[src/rtl/div.sv]
// +-----------------------------------------------------------------------+
// | div: multi-cycle 32-bit signed/unsigned radix-2 divider for DIV/DIVU   |
// | Revision: 1.0                                                           |
// +-----------------------------------------------------------------------+
`timescale 1ns/1ps
`default_nettype none

module div (
  input  logic        clk,
  input  logic        rst,
  input  logic        signed_div_i,
  input  logic [31:0] opdata1_i,
  input  logic [31:0] opdata2_i,
  input  logic        start_i,
  input  logic        annul_i,
  output logic [63:0] result_o,
  output logic        ready_o
);

  typedef enum logic [1:0] {
    S_FREE   = 2'd0,
    S_BYZERO = 2'd1,
    S_ON     = 2'd2,
    S_END    = 2'd3
  } state_t;

  state_t      state_q;
  logic [5:0]  cnt_q;
  logic [64:0] dvd_q;
  logic [31:0] divisor_q;
  logic        neg_quot_q;
  logic        neg_rem_q;

  logic [31:0] op1_abs;
  logic [31:0] op2_abs;
  logic [32:0] diff;
  logic [31:0] quot;
  logic [31:0] rem;

  always_comb begin
    op1_abs = (signed_div_i && opdata1_i[31]) ? (~opdata1_i + 32'd1) : opdata1_i;
    op2_abs = (signed_div_i && opdata2_i[31]) ? (~opdata2_i + 32'd1) : opdata2_i;
    // Trial subtraction; bit 32 set means the partial remainder is below the divisor.
    diff    = {1'b0, dvd_q[63:32]} - {1'b0, divisor_q};
    quot    = neg_quot_q ? (~dvd_q[31:0] + 32'd1) : dvd_q[31:0];
    rem     = neg_rem_q ? (~dvd_q[64:33] + 32'd1) : dvd_q[64:33];
  end

  always_ff @(posedge clk or negedge rst) begin
    if (!rst) begin
      state_q    <= S_FREE;
      cnt_q      <= 6'd0;
      dvd_q      <= 65'd0;
      divisor_q  <= 32'd0;
      neg_quot_q <= 1'b0;
      neg_rem_q  <= 1'b0;
      result_o   <= 64'd0;
      ready_o    <= 1'b0;
    end else begin
      case (state_q)
        S_FREE: begin
          ready_o  <= 1'b0;
          result_o <= 64'd0;
          if (start_i && !annul_i) begin
            if (opdata2_i == 32'd0) begin
              state_q <= S_BYZERO;
            end else begin
              state_q    <= S_ON;
              cnt_q      <= 6'd0;
              dvd_q      <= {32'd0, op1_abs, 1'b0};
              divisor_q  <= op2_abs;
              neg_quot_q <= signed_div_i & (opdata1_i[31] ^ opdata2_i[31]);
              neg_rem_q  <= signed_div_i & opdata1_i[31];
            end
          end
        end

        S_BYZERO: begin
          state_q  <= S_END;
          result_o <= 64'd0;
          ready_o  <= 1'b1;
        end

        S_ON: begin
          if (annul_i) begin
            state_q <= S_FREE;
            cnt_q   <= 6'd0;
          end else if (cnt_q < 6'd32) begin
            if (diff[32]) begin
              dvd_q <= dvd_q << 1;
            end else begin
              dvd_q <= {diff[31:0], dvd_q[31:0], 1'b1};
            end
            cnt_q <= cnt_q + 6'd1;
          end else begin
            result_o <= {rem, quot};
            ready_o  <= 1'b1;
            cnt_q    <= 6'd0;
            state_q  <= S_END;
          end
        end

        S_END: begin
          if (!start_i) begin
            state_q  <= S_FREE;
            ready_o  <= 1'b0;
            result_o <= 64'd0;
          end
        end

        default: begin
          state_q <= S_FREE;
        end
      endcase
    end
  end

endmodule

`default_nettype wire

[config.mk]
export PLATFORM = sky130hd
export DESIGN_NAME = div
export DESIGN_NICKNAME = d
export VERILOG_FILES = /design/src/rtl/div.sv
export SDC_FILE = /design/constraint.sdc
export NUM_CORES = 1
export LEC_CHECK = 0
export ABC_AREA = 1
export BUFFER_PORTS_ARGS = -buffer_cell sky130_fd_sc_hd__buf_2
export CAP_MARGIN = 20
export CORE_AREA = 8 8 170 140
export DETAILED_ROUTE_END_ITERATION = 10
export DIE_AREA = 0 0 178 148
export GPL_ROUTABILITY_DRIVEN = 0
export PLACE_DENSITY_LB_ADDON = 0.1
export SETUP_SLACK_MARGIN = 0.5
export SLEW_MARGIN = 10
export SYNTH_ARGS = -nofsm -noshare
export SYNTH_HDL_FRONTEND = slang
export SYNTH_SLANG_ARGS = --single-unit
[constraint.sdc]
create_clock -name clk -period 4.4 [get_ports clk]
set_input_delay 0.22 -clock clk [delete_from_list [all_inputs] [get_ports clk]]
set_output_delay 0.22 -clock clk [all_outputs]
set_load 0.03 [all_outputs]
==> run summary <==
The area of the placeable core is 21100 um2. In this run, synthesis produced a sequential element count of 172. For the global-route usage over all layers, the log shows 31.7%.

The tightest min-delay check is of the in -> reg type. Input and output buffers added on the ports amount to 133. Summed over all instances, the cell type with the most area after synthesis is sky130_fd_sc_hd__dfrtp_1.

Cell internal power was estimated by the tool at 3820 uW. Shortest period the worst path allows: 2.84 ns. In this run the number of H-tree levels came out at 4. The ratio of routed vias to standard cells is 5.75. The cell depth of the worst hold path was 3. After detailed routing, the average wire length per cell comes to 16.6 um. The flow ran to the end, and the final reports show no timing, DRC or antenna violations.

The tools report the count of pins on the block boundary as 134. The run gives 3830 uW as the reported net switching power. The clock latency of the later-clocked register in the worst-skew pair is 0.44 ns, and the peak supply drop is 710 uV. The count of nets left with antenna violations once routing finished came out at 0. The post-route setup TNS is 0 ns, and the count of max-cap constraint violations is 0. Summed over all nets, the half-perimeter wirelength after detailed placement is 32.2 mm. The fraction of power consumed by sequential logic came out at 28.4%.

For the remaining global-route overflow, the log shows 0. The beginning of the critical path was state_q[0]. Entering global routing, the biggest net connects 133 pins.

Per report_power, the combinational group accounts for 51.0% of the total. The number of antenna diodes in the final layout is 0. Derived from the worst setup path, the maximum achievable clock frequency is 352 MHz. Prior to clock tree synthesis, the placed netlist has a worst setup slack of 1.66 ns.

The logs give 2147 for the number of standard cells after synthesis and 4.74 ns for the required time at the worst-slack endpoint. In this run the critical register-to-register path is launched from state_q[0]. At the end of the flow the core is filled with cells to 70.5%. Final period utilization: 64.6%. The max-slew violation count was 0; the CTS buffer count was 17.

The die height is 148 um, and the minimum setup slack in the final design is 1.56 ns. The width of the die was 178 um. Of the post-synthesis cell area, the dominant cell type holds 32.0%.

The cell sitting at the root of the clock tree is a sky130_fd_sc_hd__clkbuf_16. Yosys mapped a number of flops with a built-in enable equal to 0. Yosys attributes the largest share of cell area to sky130_fd_sc_hd__dfrtp_1 (32%), sky130_fd_sc_hd__nand2_1 (20%), sky130_fd_sc_hd__nand3_1 (8.9%).

In the synthesized netlist the dominant register cell turns out to be sky130_fd_sc_hd__dfrtp_1. For this run, the detailed router's first-pass iteration total came to 6. The netlist area before placement was 13500 um2; the post-CTS setup buffer count was 0.

The layout has 1904 filler cells. The tools report the maximum buffer depth of the clock tree as 2. Each instance of the synthesized netlist takes up on average 6.27 um2. The tools report the yosys synthesis warning count as 0. The startpoint-to-endpoint class of the critical path is reg -> reg. In this run the static leakage power is 0.00833 uW. The slew at the pin with the worst max-slew slack was 1.07 ns; the initial core utilization was 63.8%. After detailed routing, the number of remaining DRC violations is 0. The synthesized netlist contains 50 unique library cells. Setup repair after global routing left no endpoint under its margin. Of the total power, the share spent switching nets is 50.0%.

The tools report the number of global-route vias before repair as 13200. The completed layout was analyzed and its total power is 7650 uW. The post-cts resize count is 0.

The logs give 1746 for the number of DRC markers after the initial detailed-route iteration and 2357 for the number of nets in the final layout. The wire length reported by the detailed router was 42.0 mm. After synthesis, the share of flip-flops with an asynchronous set or reset is 100%.

The worst setup path is launched from a flip-flop. The worst setup skew after layout is 0.0159 ns. In this run the power density over the cells is 515 nW/um2.

The clock network power share was 20.6%; the maximum fanout along the worst path was 46. The total setup violations reported at the end of the flow is 0, and the net count after synthesis is 2260. The number of cells on the worst reg-to-reg path is 8. The clock transition at the registers of the reported paths is 0.07 ns.

The total number of vias is 14500. Start point of the worst min-delay path: opdata2_i[23]. The number of sinks on the clock net was 172; the fraction of layout cells with a size suffix above 1 was 9.57%.

Critical path arrival: 3.18 ns. TritonCTS built the clock tree. The floorplan step defined a die boundary enclosing 26300 um2. After synthesis, flip-flops and latches occupy 32.0% of the total area.

The first global-routing pass estimated 66.7 mm of wire. The nature of the critical path endpoint was a flip-flop. The number of rows in the core area came out at 48. The hold violation total from the final report came out at 0. The number of antenna violations at the first check in global routing was 0; the layout overhead on the synthesized area was 10.3%.

Headroom to the max-slew limit came out at 28.8%.
## layout make-up
class	instances	area (um2)	share of cell area, %
clock inverter	15	194	1.31
sequential	172	4300	29.0
inverter	315	1180	7.96
clock buffer	17	425	2.86
multi-input combinational	1594	7630	51.4
tap	275	344	2.32
timing repair buffer	144	769	5.18
## layer usage
metal	share of wire, %	wire length, um	global-route usage (%)	up-vias
li1	-	-	-	7008
met1	44	18700	47.4	6600
met2	40	16900	43.0	841
met3	12	5210	7.57	98
met4	3.0	1250	11.9	0
met5	0	0	0	-
## power by group through the flow
stage | Combinational (uW) | Sequential (uW) | Clock (uW)
floorplan | 2810 | 2150 | 0
global placement | 3680 | 2180 | 0
detailed placement | 3760 | 2190 | 0
CTS | 3790 | 2160 | 1580
global route | 4320 | 2210 | 1640
finish | 3900 | 2170 | 1580
## worst paths after layout
kind                                 endpoint  slack [ns]
max in group asynchronous           dvd_q[54]        3.06
worst min register to register   result_o[10]        0.48
worst max-delay path             result_o[54]        1.56
worst min-delay path            divisor_q[23]        0.13
min in group asynchronous       divisor_q[19]        0.27
worst max register to register   result_o[54]        1.56
## stage by stage
step                      instances  hold WS (ns)  instance area, um2
after CTS                      2532         0.118               14900
after global placement         2499         0.157               14200
after global routing           2532         0.148               14900
after floorplan                2147       -0.0756               13500
after detailed placement       2499         0.155               14200
final                          2532         0.128               14900
## Yosys cell counts, types with 5 or more instances
cell and n:
sky130_fd_sc_hd__nor2_2 6, sky130_fd_sc_hd__nand4_1 28, sky130_fd_sc_hd__inv_2 6, sky130_fd_sc_hd__nand3b_1 5, sky130_fd_sc_hd__buf_6 9, sky130_fd_sc_hd__buf_2 24, sky130_fd_sc_hd__xnor2_1 16, sky130_fd_sc_hd__a21oi_1 57
sky130_fd_sc_hd__inv_1 306, sky130_fd_sc_hd__dfrtp_1 172, sky130_fd_sc_hd__nand3_1 240, sky130_fd_sc_hd__o21ai_1 31, sky130_fd_sc_hd__nor3_1 29, sky130_fd_sc_hd__buf_1 5, sky130_fd_sc_hd__o21ai_2 6, sky130_fd_sc_hd__o31ai_1 6
sky130_fd_sc_hd__xor2_1 31, sky130_fd_sc_hd__nor2_1 176, sky130_fd_sc_hd__nand2_1 733, sky130_fd_sc_hd__clkbuf_1 27, sky130_fd_sc_hd__or2_2 8, sky130_fd_sc_hd__ha_1 43, sky130_fd_sc_hd__o21ai_0 136
## cell families after synthesis
family | Yosys count | share of synthesized area, %
flops | 172 | 32.0
mux | 1 | 0.0837
simple gates | 1243 | 38.9
compound gates | 259 | 10.5
fa+ha+maj | 44 | 4.15
buf+inv | 381 | 11.4
xor+xnor | 47 | 3.06
## critical path, stage by stage, from the launching register on
cell and delay (ns):
sky130_fd_sc_hd__dfrtp_1 0.40, sky130_fd_sc_hd__inv_1 0.14, sky130_fd_sc_hd__ha_1 0.16, sky130_fd_sc_hd__buf_4 0.41, sky130_fd_sc_hd__nand4_1 0.24, sky130_fd_sc_hd__buf_4 0.27
sky130_fd_sc_hd__inv_2 0.66, sky130_fd_sc_hd__o21ai_0 0.21, sky130_fd_sc_hd__o21ai_0 0.23
## registers in the layout, indices dropped and copies added, names as in the netlist
name,count
ready_o,1
result_o,64
cnt_q,6
state_q,2
divisor_q,32
dvd_q,65
neg_quot_q,1
neg_rem_q,1
## what timing repair did
item,CTS,global route
endpoints found under the setup margin,0,0
endpoints found under the hold margin,40,0
hold buffers,1,0
## placed cells by master, fill, tap and decap left out, types with 6 or more instances in the layout
cell type	netlist	layout
sky130_fd_sc_hd__nand3_1	240	240
sky130_fd_sc_hd__dfrtp_1	172	172
sky130_fd_sc_hd__ha_1	43	43
sky130_fd_sc_hd__buf_2	24	132
sky130_fd_sc_hd__o31ai_1	6	6
sky130_fd_sc_hd__clkbuf_16	0	17
sky130_fd_sc_hd__inv_2	6	6
sky130_fd_sc_hd__xnor2_1	16	16
sky130_fd_sc_hd__nand4_1	28	28
sky130_fd_sc_hd__xor2_1	31	31
sky130_fd_sc_hd__inv_1	306	306
sky130_fd_sc_hd__nand2_1	733	733
sky130_fd_sc_hd__o21ai_2	6	6
sky130_fd_sc_hd__or2_2	8	8
sky130_fd_sc_hd__nor3_1	29	29
sky130_fd_sc_hd__a21oi_1	57	57
sky130_fd_sc_hd__nor2_1	176	176
sky130_fd_sc_hd__nor2_2	6	6
sky130_fd_sc_hd__o21ai_1	31	31
sky130_fd_sc_hd__buf_4	1	9
sky130_fd_sc_hd__o21ai_0	136	136
Power figures use the tool's default switching activity.
